## src/rtl/imu_init_sequencer.sv

```systemverilog
// imu_init_sequencer
// Command source for a single-register I2C write engine. After go is accepted, it
// steps through a fixed MPU9250 configuration table. For each entry it presents
// the device, register and data, pulses i2c_start, waits for the engine to drop
// and then raise i2c_done, and then waits a settle delay that depends on the entry.
// Each transfer is guarded by an accept timeout and a transfer timeout, and each
// entry gets a bounded number of retries. A NACK from the engine returns it to
// idle with done high, so the sequencer cannot tell a NACK from a success.
module imu_init_sequencer #(
  parameter logic [6:0] DEV_ADDR       = 7'h68,
  parameter int         ACCEPT_TIMEOUT = 16,
  parameter int         XFER_TIMEOUT   = 128,
  parameter int         MAX_RETRY      = 3,
  parameter int         RESET_DELAY    = 20000,
  parameter int         SETTLE_DELAY   = 200
) (
  input  logic       clock_for_sys,
  input  logic       reset,
  input  logic       go,
  input  logic       i2c_done,
  output logic       i2c_start,
  output logic [6:0] device_address,
  output logic [7:0] register_address,
  output logic [7:0] data_in,
  output logic       busy,
  output logic       init_done,
  output logic       error,
  output logic [2:0] step
);

  localparam int NUM_ENTRIES = 6;
  localparam int TIMER_W     = 15;
  localparam int RETRY_W     = (MAX_RETRY < 1) ? 1 : $clog2(MAX_RETRY + 1);

  localparam logic [TIMER_W-1:0] ACCEPT_LAST = TIMER_W'(ACCEPT_TIMEOUT - 1);
  localparam logic [TIMER_W-1:0] XFER_LAST   = TIMER_W'(XFER_TIMEOUT - 1);
  localparam logic [TIMER_W-1:0] RESET_DLY   = TIMER_W'(RESET_DELAY);
  localparam logic [TIMER_W-1:0] SETTLE_DLY  = TIMER_W'(SETTLE_DELAY);
  localparam logic [RETRY_W-1:0] RETRY_LAST  = RETRY_W'(MAX_RETRY);
  localparam logic [2:0]         LAST_STEP   = 3'(NUM_ENTRIES - 1);

  typedef enum logic [3:0] {
    S_IDLE,
    S_LOAD,
    S_ISSUE,
    S_WAIT_ACCEPT,
    S_WAIT_DONE,
    S_DELAY,
    S_NEXT,
    S_RETRY,
    S_FINISHED,
    S_FAULT
  } state_t;

  state_t               state_q, state_d;
  logic                 i2c_start_q, i2c_start_d;
  logic                 busy_q, busy_d;
  logic                 init_done_q, init_done_d;
  logic                 error_q, error_d;
  logic [2:0]           step_q, step_d;
  logic [RETRY_W-1:0]   retry_q, retry_d;
  logic [TIMER_W-1:0]   timer_q, timer_d;
  logic [6:0]           device_address_q, device_address_d;
  logic [7:0]           register_address_q, register_address_d;
  logic [7:0]           data_in_q, data_in_d;

  // Table contents for the current step.
  logic [7:0]           tbl_reg;
  logic [7:0]           tbl_data;
  logic [TIMER_W-1:0]   tbl_delay;

  // Configuration table lookup. Entry 0 resets the device, so it needs the long delay.
  always_comb begin
    tbl_reg   = 8'h00;
    tbl_data  = 8'h00;
    tbl_delay = SETTLE_DLY;
    case (step_q)
      3'd0: begin tbl_reg = 8'h6B; tbl_data = 8'h80; tbl_delay = RESET_DLY;  end
      3'd1: begin tbl_reg = 8'h6B; tbl_data = 8'h01; tbl_delay = SETTLE_DLY; end
      3'd2: begin tbl_reg = 8'h1A; tbl_data = 8'h03; tbl_delay = SETTLE_DLY; end
      3'd3: begin tbl_reg = 8'h1B; tbl_data = 8'h00; tbl_delay = SETTLE_DLY; end
      3'd4: begin tbl_reg = 8'h1C; tbl_data = 8'h00; tbl_delay = SETTLE_DLY; end
      3'd5: begin tbl_reg = 8'h19; tbl_data = 8'h04; tbl_delay = SETTLE_DLY; end
      default: begin tbl_reg = 8'h00; tbl_data = 8'h00; tbl_delay = SETTLE_DLY; end
    endcase
  end

  // Next-state and registered-output logic for the sequencer FSM.
  always_comb begin
    state_d            = state_q;
    i2c_start_d        = i2c_start_q;
    busy_d             = busy_q;
    init_done_d        = init_done_q;
    error_d            = error_q;
    step_d             = step_q;
    retry_d            = retry_q;
    timer_d            = timer_q;
    device_address_d   = DEV_ADDR;
    register_address_d = register_address_q;
    data_in_d          = data_in_q;

    case (state_q)
      // go is accepted only from these resting states. Accepting it clears the
      // sticky flags and restarts the sequence at entry 0.
      S_IDLE, S_FINISHED, S_FAULT: begin
        if (go) begin
          step_d      = 3'd0;
          retry_d     = '0;
          timer_d     = '0;
          busy_d      = 1'b1;
          init_done_d = 1'b0;
          error_d     = 1'b0;
          state_d     = S_LOAD;
        end
      end

      // Latch the entry once. The engine inputs then stay stable across retries.
      S_LOAD: begin
        register_address_d = tbl_reg;
        data_in_d          = tbl_data;
        state_d            = S_ISSUE;
      end

      S_ISSUE: begin
        i2c_start_d = 1'b1;
        timer_d     = '0;
        state_d     = S_WAIT_ACCEPT;
      end

      // The engine accepts the start by dropping done.
      S_WAIT_ACCEPT: begin
        if (!i2c_done) begin
          i2c_start_d = 1'b0;
          timer_d     = '0;
          state_d     = S_WAIT_DONE;
        end else if (timer_q == ACCEPT_LAST) begin
          i2c_start_d = 1'b0;
          state_d     = S_RETRY;
        end else begin
          timer_d = timer_q + TIMER_W'(1);
        end
      end

      // done rising again ends the transfer. A NACK also ends it this way.
      S_WAIT_DONE: begin
        if (i2c_done) begin
          timer_d = tbl_delay;
          state_d = S_DELAY;
        end else if (timer_q == XFER_LAST) begin
          state_d = S_RETRY;
        end else begin
          timer_d = timer_q + TIMER_W'(1);
        end
      end

      // Entered with timer = D. Leaving when 1 is seen gives exactly D cycles here.
      S_DELAY: begin
        if (timer_q <= TIMER_W'(1)) begin
          timer_d = '0;
          state_d = S_NEXT;
        end else begin
          timer_d = timer_q - TIMER_W'(1);
        end
      end

      S_NEXT: begin
        retry_d = '0;
        if (step_q == LAST_STEP) begin
          init_done_d = 1'b1;
          busy_d      = 1'b0;
          state_d     = S_FINISHED;
        end else begin
          step_d  = step_q + 3'd1;
          state_d = S_LOAD;
        end
      end

      // Passing through ISSUE keeps start low for at least one cycle before it is re-asserted.
      S_RETRY: begin
        i2c_start_d = 1'b0;
        if (retry_q == RETRY_LAST) begin
          error_d = 1'b1;
          busy_d  = 1'b0;
          state_d = S_FAULT;
        end else begin
          retry_d = retry_q + RETRY_W'(1);
          state_d = S_ISSUE;
        end
      end

      default: begin
        i2c_start_d = 1'b0;
        busy_d      = 1'b0;
        state_d     = S_IDLE;
      end
    endcase
  end

  // State and output registers. Reset abandons any transfer in flight.
  always_ff @(posedge clock_for_sys) begin
    if (reset) begin
      state_q            <= S_IDLE;
      i2c_start_q        <= 1'b0;
      busy_q             <= 1'b0;
      init_done_q        <= 1'b0;
      error_q            <= 1'b0;
      step_q             <= 3'd0;
      retry_q            <= '0;
      timer_q            <= '0;
      device_address_q   <= DEV_ADDR;
      register_address_q <= 8'h00;
      data_in_q          <= 8'h00;
    end else begin
      state_q            <= state_d;
      i2c_start_q        <= i2c_start_d;
      busy_q             <= busy_d;
      init_done_q        <= init_done_d;
      error_q            <= error_d;
      step_q             <= step_d;
      retry_q            <= retry_d;
      timer_q            <= timer_d;
      device_address_q   <= device_address_d;
      register_address_q <= register_address_d;
      data_in_q          <= data_in_d;
    end
  end

  assign i2c_start        = i2c_start_q;
  assign busy             = busy_q;
  assign init_done        = init_done_q;
  assign error            = error_q;
  assign step             = step_q;
  assign device_address   = device_address_q;
  assign register_address = register_address_q;
  assign data_in          = data_in_q;

endmodule

```

## config.mk

```make
export PLATFORM = sky130hd
export DESIGN_NAME = imu_init_sequencer
export DESIGN_NICKNAME = d
export VERILOG_FILES = /design/src/rtl/imu_init_sequencer.sv
export SDC_FILE = /design/constraint.sdc
export NUM_CORES = 1
export LEC_CHECK = 0
export ABC_AREA = 1
export CAP_MARGIN = 20
export CORE_UTILIZATION = 51
export CTS_CLUSTER_DIAMETER = 100
export DETAILED_ROUTE_END_ITERATION = 7
export HOLD_SLACK_MARGIN = 0.15
export PLACE_DENSITY = 0.76
export REMOVE_ABC_BUFFERS = 1
export SLEW_MARGIN = 20
export SYNTH_ARGS = -nofsm -noshare
export SYNTH_HDL_FRONTEND = slang
export SYNTH_SLANG_ARGS = --single-unit
```

## constraint.sdc

```tcl
create_clock -name clock_for_sys -period 1.4 [get_ports clock_for_sys]
set_input_delay 0.28 -clock clock_for_sys [delete_from_list [all_inputs] [get_ports clock_for_sys]]
set_output_delay 0.28 -clock clock_for_sys [all_outputs]
set_load 0.005 [all_outputs]
```

# --- Yosys cells after proc, flatten, opt, wreduce, memory -nomap -nowiden ---
# Cells that the tools add are included.
totals:
  ff_bits: 44
  output_inout_bits: 30
  elab_cells: 99
classes:
  n_addsub: 4
  n_lt_le_gt_ge: 1
  n_eq_ne: 27
  muxes: 37
  bitwise: 2
  reduce_logical: 18
op_table:
  columns: ["operator", "count"]
  rows:
  - ["15-bit 2-to-1 mux", 7]
  - ["15-bit one-hot mux with 5 select lines", 1]
  - ["7-bit one-hot mux with 5 select lines", 1]
  - ["4-bit 2-to-1 mux", 8]
  - ["4-bit one-hot mux with 8 select lines", 1]
  - ["8-bit one-hot mux with 4 select lines", 1]
  - ["4-bit by 3-bit equality test with 1-bit output (second input constant)", 4]
  - ["15-bit by 1-bit adder with 15-bit output (second input constant)", 1]
  - ["15-bit by 4-bit equality test with 1-bit output (second input constant)", 1]
  - ["15-bit by 7-bit equality test with 1-bit output (second input constant)", 1]
  - ["15-bit by 1-bit less-or-equal comparator with 1-bit output (second input constant)", 1]
  - ["15-bit by 1-bit subtractor with 15-bit output (second input constant)", 1]
  - ["2-bit != test (second input constant)", 6]
  - ["3-bit != test (second input constant)", 4]
  - ["3-bit AND reduction", 4]
  - ["4-bit AND reduction", 3]
  - ["4-bit by 2-bit equality test with 1-bit output (second input constant)", 2]
  - ["4-bit equality test (second input constant)", 2]
  - ["1-bit 2-to-1 mux", 8]
  - ["7-bit OR reduction", 1]
  - ["3-bit by 2-bit equality test with 1-bit output (second input constant)", 2]
  - ["3-bit equality test (second input constant)", 2]
  - ["3-bit 2-to-1 mux", 2]
  - ["2-bit one-hot mux with 3 select lines", 1]
  - ["other kinds (20)", 24]

# --- Logic depth before layout (Yosys ltp) ---
logic_depth:
  word_depth: 4
  ltp_mapped: 12
  depth_no_buf: 12

# --- Worst setup path before layout ---
# OpenSTA, ideal clock, no wires.
synth_timing:
  path_kind: "register to register"
  startpoint: "register timer_q[0]"
  endpoint: "register timer_q[12]"
  setup_ps: 70
  arrival_ps: 1469
  required_ps: 1330
  setup_slack_ps: -139
  stages_incl_launch_ff: 9
  path_buffers: 1
  synth_period_minus_slack_ps: 1539
  path_cell_list: "dfxtp_1 -> ha_1 -> nand3_1 -> nor3_1 -> nand3_2 -> nand3_4 -> buf_6 -> nand2_1 -> a21oi_1"
synth_between:
  elab_chain_len: 4
  elab_cells_between_ends: 14
  classes_between: "add/sub: 2; order compare: 1; eq/ne: 4; mux: 6; reduce/logical: 1"
synth_rtl:
  columns: ["element", "line", "source"]
  rows:
  - ["start: declaration", "62", "logic [TIMER_W-1:0] timer_q, timer_d;"]
  - ["start signal: assignment", "221", "timer_q <= timer_d;"]
  - ["15-bit by 1-bit adder with 15-bit output", "140, 152", null]
  - ["15-bit 2-to-1 mux, on equally long branches", "149, 136", null]
  - ["15-bit 2-to-1 mux, on equally long branches", "146, 132", null]
  - ["15-bit one-hot mux with 5 select lines", "102", "case (state_q)"]
# Parallel ways exist; a longest one is shown, timed or not. The select of a mux whose other input is x is not followed.
# A chain may end at the register's enable or synchronous reset.

# --- Worst setup path after layout ---
layout_timing:
  startpoint: "register state_q[0]"
  endpoint: "register timer_q[1]"
layout_between:
  elab_chain_len: 4
  elab_cells_between_ends: 14
  classes_between: "eq/ne: 9; mux: 1; reduce/logical: 4"
layout_rtl:
  columns: ["element", "line", "source"]
  rows:
  - ["start: declaration", "55", "state_t state_q, state_d;"]
  - ["start signal: assignment", "214", "state_q <= state_d;"]
  - ["4-bit equality test / 4-bit logical NOT (equally long branches)", "102", null]
  - ["3-bit OR reduction", "102", null]
  - ["5-bit nonzero test (no source line) / 2-bit != test (equally long branches)", null, null]
  - ["4-bit AND reduction (no source line)", null, null]
# Parallel ways exist; a longest one is shown, timed or not.

==> impl_metrics.tcl <==
set metrics [dict create \
    timing.final.ws_setup_ns -0.524 \
    synth-seq-area-share 0.260 \
    leakage_nw 2.28 \
    placed_cell_area_um2 3730 \
    gp_congestion 0.907 \
    worst_slew_pin_slew_ns 0.646 \
    drt_first_pass_iters 8 \
    cts_hold_buffers 0 \
    fillers 235 \
    grt_start_max_net_pins 15 \
    ff2ff_setup_slack_ns -0.52 \
    drcViolationCount 2 \
    floorplan.initialDensity 0.532 \
    nets_finish 606 \
    vias 4304 \
    post_drt_wl_per_cell_um 22.4 \
    rr_endpoint "timer_q[1]" \
    final_cell_mix "sky130_fd_sc_hd__nand2_1 (108), sky130_fd_sc_hd__buf_4 (86), sky130_fd_sc_hd__nor2_1 (39)" \
    ys.warnings.count 0 \
    maxSlewHeadroom 0.567 \
    slew_viol_final 0 \
    multiInputGateArea_um2 2510 \
    drt-vias-per-instance 6.46 \
    dp.cells 635 \
    synthesis.instances 472 \
    synthFlopType "sky130_fd_sc_hd__dfxtp_1" \
    period_minus_slack_ns 1.92 \
    max_cap_viol_count 0 \
    detail_route.iter0.violations 802 \
    post-dp-hpwl_um 6450 \
    setup-violations-final 30 \
    grt_antenna_before_repair 0 \
    synth_async_sr_flop_share 0 \
    number_of_routed_nets_with_antenna_violations 0 \
    worstReg2RegStart "state_q[0]" \
    worst-endpoint-required_ns 1.61 \
    cts_made_buffers 5 \
    synth_cell_types 34 \
    timing.hold.worst_path_depth 1 \
    final_cells 666 \
    clk_pin_slew_worst_paths_ns 0.09 \
    max-vdd-ir-drop_v 0.00129 \
    core_area_um2 5510 \
    failed_checks "design-rule violations, negative setup slack" \
    htree_levels 2 \
    fmax_mhz 520 \
    cp-end-kind "flop" \
    final_min_period_over_clock_period 1.37 \
    unrepaired_setup_endpoints_after_global_routing "yes" \
    worst_setup_path_startpoint "state_q[0]" \
    syn_avg_cell_area_um2 6.21 \
    design.die.area_um2 6050 \
    placement.io_buffers 21 \
    finalHoldWorstSlack_ns 0.492 \
    area_delta_synth_final_pct 64.6 \
    critPathArrivalTime_ns 2.14 \
    endpoint "timer_q[1]" \
    first_global_vias 3666 \
    crit_chain "nand2_1, inv_1, nand3_2, inv_2, nand4_4, nand3_4, nand2_1, a21oi_2" \
    global_route_wire_length_before_repair_um 16900 \
    boundaryPins 34 \
    chipHeight_um 77.8 \
    fp-row-count 27 \
    power-per-cell-area_nw_per_um2 1710 \
    status "complete, but fails checks" \
    timing.critical_path.slowest_cell_delay_ns 0.41 \
    timing.critical_path.from_type "flop" \
    clock_tree.buffer_depth 2 \
    dp_slack_ns -0.405 \
    drive_gt1_frac 0.492 \
    clk_root_buffer_cell "sky130_fd_sc_hd__clkbuf_8" \
    globalRoute.totalOverflow 0 \
    layout_commonest_cell "sky130_fd_sc_hd__nand2_1" \
    reg2regPathDepth 8 \
    hold_violations 0 \
    ys_ff_latch 38 \
    num_antenna_cells 0 \
    clock_skew_ns 0.00924 \
    totalNegativeSetupSlack_ns -7.76 \
    insertion_delay_ns 0.32 \
    hold_path.startpoint "retry_q[0]" \
    synthesis.area_um2 2930 \
    tritoncts_num_sinks 38 \
    post_synth_edffs 0 \
    critPathKind "reg2reg" \
    crit_path_top_delay_cell "sky130_fd_sc_hd__dfxtp_4" \
    postLayoutCellArea_um2 4820 \
    grt_usage 0.359 \
    routed_wl_um 14900 \
    die_x_um 77.8 \
    tritoncts_clock_tree "built" \
    final-seq-area_um2 826 \
    min_path_type "reg2reg" \
    path_max_fanout 8 \
    crit_path_frequent_cell "sky130_fd_sc_hd__nand2_1" \
]
[routing by layer]
| metal | global-route usage | part of all wire | vias up |
|---|---|---|---|
| met5 | 0 | 0.0015 | - |
| met4 | 0.228 | 0.12 | 2 |
| met3 | 0.0635 | 0.12 | 200 |
| met2 | 0.644 | 0.44 | 475 |
| met1 | 0.385 | 0.32 | 1907 |
| li1 | - | - | 1720 |
[layout make-up]
cell class | instances | share of cell area
multi-input cells | 371 | 0.520
flip-flops and latches | 38 | 0.171
inverters | 48 | 0.0415
clock buffers | 6 | 0.0171
repair buffers | 129 | 0.228
well taps | 72 | 0.0187
clock inverters | 2 | 0.00259
[how the worst min path moves through the flow]
stage                                endpoint  slack (ns)
after floorplan                    data_in[1]        0.35
after global routing               retry_q[0]        0.51
after CTS                 register_address[0]        0.47
final                              retry_q[0]        0.49
after global placement             data_in[1]        0.45
after detailed placement           retry_q[0]        0.46
[stage by stage]
| step | total power, mW | util |
|---|---|---|
| final | 8.25 | 0.876 |
| after global routing | 8.46 | 0.876 |
| after CTS | 6.53 | 0.791 |
| after detailed placement | 5.14 | 0.677 |
| after global placement | 5.02 | 0.677 |
| after floorplan | 3.49 | - |
[state kept, by name, summed over array words and instances, names as in the netlist]
| name | cells |
|---|---|
| error | 1 |
| state_q | 4 |
| busy | 1 |
| init_done | 1 |
| timer_q | 15 |
| retry_q | 2 |
| i2c_start | 1 |
| register_address | 6 |
| step | 3 |
| data_in | 4 |
[logic make-up after synthesis]
logic type / after synthesis / synth area share
compound gates: 62 / 0.114
xor+xnor: 8 / 0.0239
fa+ha+maj: 9 / 0.0384
buf+inv: 74 / 0.125
flops: 38 / 0.260
other cells: 2 / 0.00256
simple gates: 279 / 0.436
[cells in the mapped netlist, drive strengths merged (6+ instances only)]
| cell | number | area share |
|---|---|---|
| nand2 | 150 | 0.20 |
| a211oi | 6 | 0.015 |
| dfxtp | 38 | 0.26 |
| nand3 | 35 | 0.078 |
| a21oi | 36 | 0.063 |
| buf | 23 | 0.059 |
| nor2 | 77 | 0.12 |
| o21ai | 17 | 0.029 |
| xor2 | 8 | 0.024 |
| ha | 9 | 0.038 |
| inv | 46 | 0.059 |
| nand4 | 10 | 0.023 |
[power breakdown]
part	total [mW]	switching, mW	internal, mW
clock	0.879	0.481	0.397
combinational	5.73	3.48	2.25
sequential	1.64	0.273	1.37
[worst max-delay path: cells and delay by family, from the launching register on]
family	cells	cell delay [ns]
and+or+nand+nor	5	0.77
DFF	1	0.41
buffers and inverters	2	0.37
AOI/OAI and AO/OA	1	0.25
[what timing repair did]
action / 4_1_cts / 5_1_grt
endpoints found under the hold margin: 0 / 0
pin swaps: 39 / 44
setup endpoints to repair: 54 / 38
gates cloned: 1 / 0
setup buffers: 14 / 10
gates resized for setup: 160 / 102
(Power assumes the default switching activity.)
